## src/rtl/mem_req_master.sv

```systemverilog
// Request master for memory_interface: buffers producer commands in a FIFO and
// issues them one at a time, returning read data and pulsing a write-done strobe.
module mem_req_master #(
    parameter int DEPTH  = 4,
    parameter int ADDR_W = 4,
    parameter int DATA_W = 32
) (
    input  logic                       clk,
    input  logic                       reset,
    input  logic                       cmd_valid_i,
    output logic                       cmd_ready_o,
    input  logic                       cmd_rnw_i,
    input  logic [ADDR_W-1:0]          cmd_addr_i,
    input  logic [DATA_W-1:0]          cmd_wdata_i,
    output logic                       req_o,
    output logic                       req_rnw_o,
    output logic [ADDR_W-1:0]          req_addr_o,
    output logic [DATA_W-1:0]          req_wdata_o,
    input  logic                       req_ready_i,
    input  logic [DATA_W-1:0]          req_rdata_i,
    output logic                       rsp_valid_o,
    input  logic                       rsp_ready_i,
    output logic [DATA_W-1:0]          rsp_rdata_o,
    output logic                       wr_done_o,
    output logic [$clog2(DEPTH+1)-1:0] fifo_count_o,
    output logic                       busy_o,
    output logic [1:0]                 state_dbg_o
);

    localparam int PTR_W = $clog2(DEPTH);
    localparam int CNT_W = $clog2(DEPTH+1);

    typedef enum logic [1:0] {IDLE = 2'd0, REQ = 2'd1, RSP = 2'd2} state_t;

    state_t state, next_state;

    logic              rnw_mem   [DEPTH];
    logic [ADDR_W-1:0] addr_mem  [DEPTH];
    logic [DATA_W-1:0] wdata_mem [DEPTH];
    logic [PTR_W-1:0]  wr_ptr, rd_ptr;
    logic [CNT_W-1:0]  count;
    logic              push, pop;

    // Every channel transfers on a rising edge where its valid (cmd_valid_i,
    // req_o, rsp_valid_o) and ready are both high; a raised valid holds its
    // payload stable until that transfer edge.
    assign cmd_ready_o  = (count != CNT_W'(DEPTH));
    assign push         = cmd_valid_i && cmd_ready_o;
    assign pop          = (state == IDLE) && (count != '0);
    assign fifo_count_o = count;

    always_ff @(posedge clk) begin
        if (push) begin
            rnw_mem[wr_ptr]   <= cmd_rnw_i;
            addr_mem[wr_ptr]  <= cmd_addr_i;
            wdata_mem[wr_ptr] <= cmd_wdata_i;
        end
    end

    always_ff @(posedge clk or negedge reset) begin
        if (!reset) begin
            wr_ptr <= '0;
            rd_ptr <= '0;
            count  <= '0;
        end else begin
            if (push) wr_ptr <= wr_ptr + PTR_W'(1);
            if (pop)  rd_ptr <= rd_ptr + PTR_W'(1);
            case ({push, pop})
                2'b10:   count <= count + CNT_W'(1);
                2'b01:   count <= count - CNT_W'(1);
                default: count <= count;
            endcase
        end
    end

    always_ff @(posedge clk or negedge reset) begin
        if (!reset) state <= IDLE;
        else        state <= next_state;
    end

    always_comb begin
        next_state = state;
        case (state)
            IDLE:    if (pop) next_state = REQ;
            REQ:     if (req_ready_i) next_state = req_rnw_o ? RSP : IDLE;
            RSP:     if (rsp_ready_i) next_state = IDLE;
            default: next_state = IDLE;
        endcase
    end

    // Request and response valids follow the state so reset drops them at once.
    assign req_o       = (state == REQ);
    assign rsp_valid_o = (state == RSP);
    assign busy_o      = (state != IDLE);
    assign state_dbg_o = state;

    always_ff @(posedge clk or negedge reset) begin
        if (!reset) begin
            req_rnw_o   <= 1'b0;
            req_addr_o  <= '0;
            req_wdata_o <= '0;
            rsp_rdata_o <= '0;
            wr_done_o   <= 1'b0;
        end else begin
            wr_done_o <= (state == REQ) && req_ready_i && !req_rnw_o;
            if (pop) begin
                req_rnw_o   <= rnw_mem[rd_ptr];
                req_addr_o  <= addr_mem[rd_ptr];
                req_wdata_o <= wdata_mem[rd_ptr];
            end
            if ((state == REQ) && req_ready_i && req_rnw_o) rsp_rdata_o <= req_rdata_i;
        end
    end

endmodule

```

## config.mk

```make
export PLATFORM = sky130hd
export DESIGN_NAME = mem_req_master
export DESIGN_NICKNAME = d
export VERILOG_FILES = /design/src/rtl/mem_req_master.sv
export SDC_FILE = /design/constraint.sdc
export NUM_CORES = 1
export LEC_CHECK = 0
export ABC_AREA = 0
export CAP_MARGIN = 40
export CORE_MARGIN = 4
export CORE_UTILIZATION = 55
export CTS_BUF_LIST = sky130_fd_sc_hd__clkbuf_4
export CTS_CLUSTER_DIAMETER = 150
export DETAILED_ROUTE_END_ITERATION = 7
export PLACE_DENSITY = 0.95
export SLEW_MARGIN = 40
export SYNTH_ARGS = -nofsm -noshare
export SYNTH_HDL_FRONTEND = slang
export SYNTH_SLANG_ARGS = --single-unit
```

## constraint.sdc

```tcl
create_clock -name clk -period 3.3 [get_ports clk]
set_input_delay 0.66 -clock clk [delete_from_list [all_inputs] [get_ports clk]]
set_output_delay 0.66 -clock clk [all_outputs]
set_load 0.02 [all_outputs]
```

==> out/qor.csv, run 1 <==
metric,value,unit
status,"complete, no violations",
Clock Path Buffers,3,
Vias per Instance,5.39,
fmax,353,MHz
Rows,44,
largest net degree at the start of global routing,80,
Synth area leaders,"edfxtp_1, dfrtp_1, mux4_2",
Power Dens Cells,987,nW/um^2
GRT Max-Usage Layer,met2,
largest area contributor in the netlist,edfxtp_1,
die width,132,um
crit path cell chain,or3b_1 > clkdlybuf4s50_1,
power after layout,0.0108,W
H-tree levels,2,
Worst Reg2Reg Path Length in Cells,9,
RSZ-0062 raised after global routing,no,
Detail Route Antenna Nets,0,
Num CTS Buffers,55,
DR DRC count,0,
core box area,14800,um^2
grt ovf,0,
M3 GR Usage,0.0646,
Yosys reg bits,227,
Post-Syn Instances,389,
Setup CP Type,register to primary output,
GPL Wtd Cong,0.774,
initial antenna violation count,0,
period utilization,0.858,
RR Endpoint,fifo_count_o[2],
vias in the first global route,4996,
Netlist Area Pre-Place,8410,um^2
crit path max fanout,6,
Mean Syn Cell Area,21.6,um^2
Final setup viols,0,
syn nets,469,
"Slew Viols, Final",0,
crit path to,cmd_ready_o,
setup TNS,0,ps
Multi-input gate area,1880,um^2
slew of the pin with the lowest slew margin,748,ps
gr usage total,0.203,
leakage power,4.07,nW
worst hold path type,primary input to asynchronous set/reset pin,
top-count cell post-synth,edfxtp_1,
Clock Skew,36.3,ps
hpwl dp,11.2,mm
I/O pins,153,
Final Critical Period,2830,ps
most frequent cells after synthesis,"edfxtp_1, dfrtp_1, mux2_2, mux4_2, buf_2",
drt first pass iters,5,
share of cells above drive strength 1,0.318,
Critical Path AT,2170,ps
Fin. Hold Viols,0,
CP max stage cell,clkdlybuf4s50_1,
reg2reg start,fifo_count_o[0],
Clock Tree Root,clkbuf_4,
Synth top area share,0.528,
post_cts resized,0,
Area growth syn-to-layout,30.0,%
crit start category,register,
antenna fix cells,0,
Slew headroom,0.501,
area of all sequential standard cells,6430,um^2
drt first-iter violations,227,
clk sinks,227,
Die Height,132,um
# fillers,866,
Critical path origin,fifo_count_o[0],
maximum vdd drop,0.603,mV
"Clk pin slew, worst setup/hold paths",70,ps
critical path data required time,2640,ps
"Top FF cell, synth",edfxtp_1,
total of max-cap violations,0,
Worst Setup End Kind,primary output,
Port-buffer cells,152,
met1 Track Usage GR,0.247,
Routed Wire Length,17.2,mm
clock latency on the worst-skew pair,670,ps
Die ar.,17300,um^2
Reg2Reg Setup Slack,920,ps
post-synthesis cell type count,25,
Starting Density,0.570,
Worst path max stage delay,610,ps
TritonCTS clock tree,yes,
sequential share of the synthesized area,0.763,
M2 GR Usage,0.349,
Ys Warns,0,
Final #Nets,674,
Avg WL per Cell,20.8,um
"EDFF count, synth",148,
DR vias,4443,
"Async S/R FF share, synth",0.348,
global-route wire length before repair,27.4,mm
[per-layer routing]
| metal | part of all wire | wire [um] |
|---|---|---|
| met5 | 0 | 0 |
| met2 | 0.53 | 9190 |
| met3 | 0.067 | 1160 |
| met1 | 0.38 | 6570 |
| met4 | 0.016 | 280 |
[metrics by stage]
stage	cell area, um^2	utilization	std cells	hold WS (ps)	worst slack [ps]
final	10900	0.741	825	409	469
after global routing	10900	0.741	825	385	367
after CTS	10900	0.739	823	23.9	428
after detailed placement	10200	0.690	719	491	778
after global placement	10200	0.689	719	469	856
after floorplan	8410	-	389	364	972
[cell type report]
class                   instances  share of cell area
flip-flops and latches        227               0.587
inverters                       9             0.00309
repair buffers                163               0.150
clock inverters                30              0.0157
well taps                     184              0.0210
multi-input cells             138               0.172
clock buffers                  74              0.0508
[cell usage in the layout, fill, tap and decap left out, types with 2 or more instances in the layout]
cell type	Yosys	layout
clkinv_1	0	25
clkbuf_4	0	74
bufinv_16	0	2
xnor2_1	2	2
ha_1	5	5
inv_1	9	9
nor2_1	3	3
dfrtp_1	79	77
mux2_2	70	70
clkinv_2	0	2
xor2_1	4	4
clkdlybuf4s50_1	0	151
and3_2	0	4
edfxtp_1	148	148
buf_4	0	8
mux4_2	37	37
[power breakdown]
part	total, W	switching [W]	leakage, nW	internal [W]
clock	0.00229	0.00108	0.416	0.00121
sequential	0.00453	0.000559	2.29	0.00397
combinational	0.00397	0.00182	1.36	0.00215
total	0.0108	0.00346	4.07	0.00733
[cells by family (layout without fill, tap and decap cells)]
logic type / Yosys count / after routing / share of synthesized area
fa+ha+maj: 6 / 6 / 0.00982
mux: 108 / 108 / 0.194
xor+xnor: 6 / 6 / 0.00625
simple gates: 16 / 16 / 0.0110
compound gates: 2 / 2 / 0.00149
flops: 227 / 227 / 0.763
buf+inv: 24 / 276 / 0.0141
[worst min-delay path by stage]
stage	from	end
5_1_grt	reset	req_addr_o[3]
6_report	reset	req_addr_o[3]
4_1_cts	reset	req_addr_o[3]
3_3_place_gp	req_rnw_o	wr_done_o
2_1_floorplan	reset	fifo_count_o[0]
3_5_place_dp	req_rnw_o	wr_done_o
[critical path: cells and delay by family (launching register included)]
family,cells,cell delay (ps)
DFF,1,440
and+or+nand+nor,1,470
buffers and inverters,1,610
[state kept, by name (all words and copies together), names as in the netlist]
register / count
addr_mem: 16
fifo_count_o: 3
rd_ptr: 2
req_addr_o: 4
req_rnw_o: 1
req_wdata_o: 32
rnw_mem: 4
rsp_rdata_o: 32
state_dbg_o: 2
wdata_mem: 128
wr_done_o: 1
wr_ptr: 2
[what timing repair did]
item,in CTS,in global routing
setup buffers,0,0
hold endpoints to repair,0,21
hold buffers,0,1
Power figures use the tool's default switching activity.
==> inputs of run 2 (changes only) <==
--- a/config.mk
+++ b/config.mk
@@ -7,7 +7,7 @@
 export LEC_CHECK = 0
 export ABC_AREA = 0
 export CAP_MARGIN = 40
-export CORE_MARGIN = 4
+export CORE_MARGIN = 1
 export CORE_UTILIZATION = 55
 export CTS_BUF_LIST = sky130_fd_sc_hd__clkbuf_4
 export CTS_CLUSTER_DIAMETER = 150
==> run 2 against run 1 <==
Effect of this change: the run now ends with design-rule violations left; worst hold slack improved by 95 ps; via count down 0.32%; power down 0.64%; final cell count is 0.12% lower; setup slack better by 29 ps; highest routed layer unchanged.
==> out/qor.csv, run 2 (synthesis results as in run 1) <==
metric,value,unit,change
Port-buffer cells,152,,unchanged
slew of the pin with the lowest slew margin,718,ps,-30.0 ps
Die ar.,15800,um^2,-8.9%
Clock Path Buffers,3,,unchanged
Clock Skew,33.4,ps,-2.95 ps
critical path data required time,2640,ps,about the same
CP Buf/Inv Count,1,,unchanged
worst hold path type,register to register,,
core box area,14800,um^2,unchanged
"Slew Viols, Final",0,,unchanged
Power Dens Cells,984,nW/um^2,-0.31%
power after layout,0.0107,W,-0.64%
crit path max fanout,6,,unchanged
clock latency on the worst-skew pair,650,ps,-20 ps
total of max-cap violations,0,,unchanged
kind of cell adding the most delay to the critical path,buffers and inverters,,
Avg WL per Cell,20.4,um,-2.0%
CP max stage cell,clkdlybuf4s50_1,,
DR vias,4429,,-0.32%
TritonCTS clock tree,yes,,
grt ovf,0,,unchanged
share of cells above drive strength 1,0.328,,+0.00987
Rows,44,,unchanged
fmax,357,MHz,+1.0%
Starting Density,0.570,,unchanged
"commonest non-fill, non-tap cell in the layout",clkdlybuf4s50_1,,
initial antenna violation count,0,,unchanged
H-tree levels,2,,unchanged
setup TNS,0,ps,unchanged
status,finished with violations,,
gr usage total,0.224,,+0.0203
"Clk pin slew, worst setup/hold paths",60,ps,about the same
Detail Route Antenna Nets,0,,unchanged
global-route wire length before repair,26.3,mm,-4.2%
GPL Wtd Cong,0.787,,+1.7%
DR DRC count,8,,+8
drt first pass iters,6,,+1
hpwl dp,10.8,mm,-3.4%
clk sinks,227,,unchanged
crit path cell chain,or3b_1 > clkdlybuf4s50_1,,
design area,10900,um^2,-0.33%
violated checks,design-rule violations,,
post_cts resized,0,,unchanged
Critical Path AT,2140,ps,-30 ps
Fin. Hold Viols,0,,unchanged
largest register by flop count,wdata_mem,,
Clock Tree Root,clkbuf_4,,
largest registers,"wdata_mem: 128 flops, req_wdata_o: 32 flops, rsp_rdata_o: 32 flops",,
Slew headroom,0.521,,+0.0200
drt first-iter violations,212,,-6.6%
Final setup viols,0,,unchanged
Worst Setup End Kind,primary output,,
"commonest non-fill, non-tap cells in the layout","clkdlybuf4s50_1, edfxtp_1, clkbuf_4, dfrtp_1, mux2_2",,
crit start category,register,,
vias in the first global route,4901,,-1.9%
die width,126,um,-4.6%
Final #Nets,674,,unchanged
Final Critical Period,2800,ps,-29.4 ps
Num CTS Buffers,54,,-1.8%
Area growth syn-to-layout,29.6,%,
Routed Wire Length,16.8,mm,-2.1%
antenna fix cells,0,,unchanged
max reg flops,128,,unchanged
I/O pins,153,,unchanged
Setup CP Type,register to primary output,,
largest net degree at the start of global routing,57,,-29%
Reg2Reg Setup Slack,920,ps,about the same
Vias per Instance,5.38,,-0.19%
Placed Area,10200,um^2,about the same
worst hold slack,504,ps,+94.9 ps
Die Height,126,um,-4.6%
Worst path max stage delay,600,ps,about the same
RSZ-0062 raised after global routing,no,,
maximum vdd drop,0.566,mV,-6.2%
leakage power,4.06,nW,-0.14%
period utilization,0.849,,-0.00891
==> run 2: cell type report <==
class / instances / area (um^2)
Inverter: 9 / 33.8
Clock inverter: 23 / 123
Tap cell: 184 / 230
Timing Repair Buffer: 164 / 1620
Fill cell: 823 / 3850
Clock buffer: 79 / 593
Multi-Input combinational cell: 138 / 1880
Sequential cell: 227 / 6430
==> run 2: timing repair <==
action / 4_1_cts / 5_1_grt
hold buffers: 0 / 1
buffers inserted: 0 / 0
hold endpoints to repair: 0 / 31
==> run 2: worst paths after layout <==
path                                  from  cells past startpoint              end
max                        fifo_count_o[1]                      2      cmd_ready_o
min                         rsp_rdata_o[2]                      1   rsp_rdata_o[2]
max in group asynchronous            reset                      3  rsp_rdata_o[16]
max reg2reg                fifo_count_o[1]                      9  fifo_count_o[2]
min reg2reg                 rsp_rdata_o[2]                      1   rsp_rdata_o[2]
min in group asynchronous            reset                      2   req_wdata_o[8]
==> run 2: layer usage <==
| layer | vias up | track usage | share of wire |
|---|---|---|---|
| met5 | - | 0 | 0 |
| met4 | 0 | 0.105 | 0.031 |
| met3 | 36 | 0.0472 | 0.049 |
| met2 | 158 | 0.387 | 0.54 |
| met1 | 2249 | 0.271 | 0.38 |
| li1 | 1986 | - | - |
==> run 2: worst reg2reg max path, cell delays in order (launching register included) <==
cell     delay [ps]
dfrtp_1         420
or3b_1          490
and2_1          250
inv_1            80
ha_1            180
inv_1            60
fa_1            380
xor2_1          160
nor2_1          130
xor2_1          150
==> run 2: where the power goes <==
group	internal, W	leakage, nW	switching [W]
Combinational	0.00214	1.36	0.00181
Clock	0.00119	0.418	0.00107
Sequential	0.00397	2.29	0.000549
Total	0.00730	4.06	0.00343
==> run 2: through the flow <==
stage,worst slack [ps],cells,util
after global routing,419,824,0.739
after floorplan,972,389,-
after global placement,834,721,0.689
final,499,824,0.739
after detailed placement,739,721,0.690
after CTS,459,823,0.738
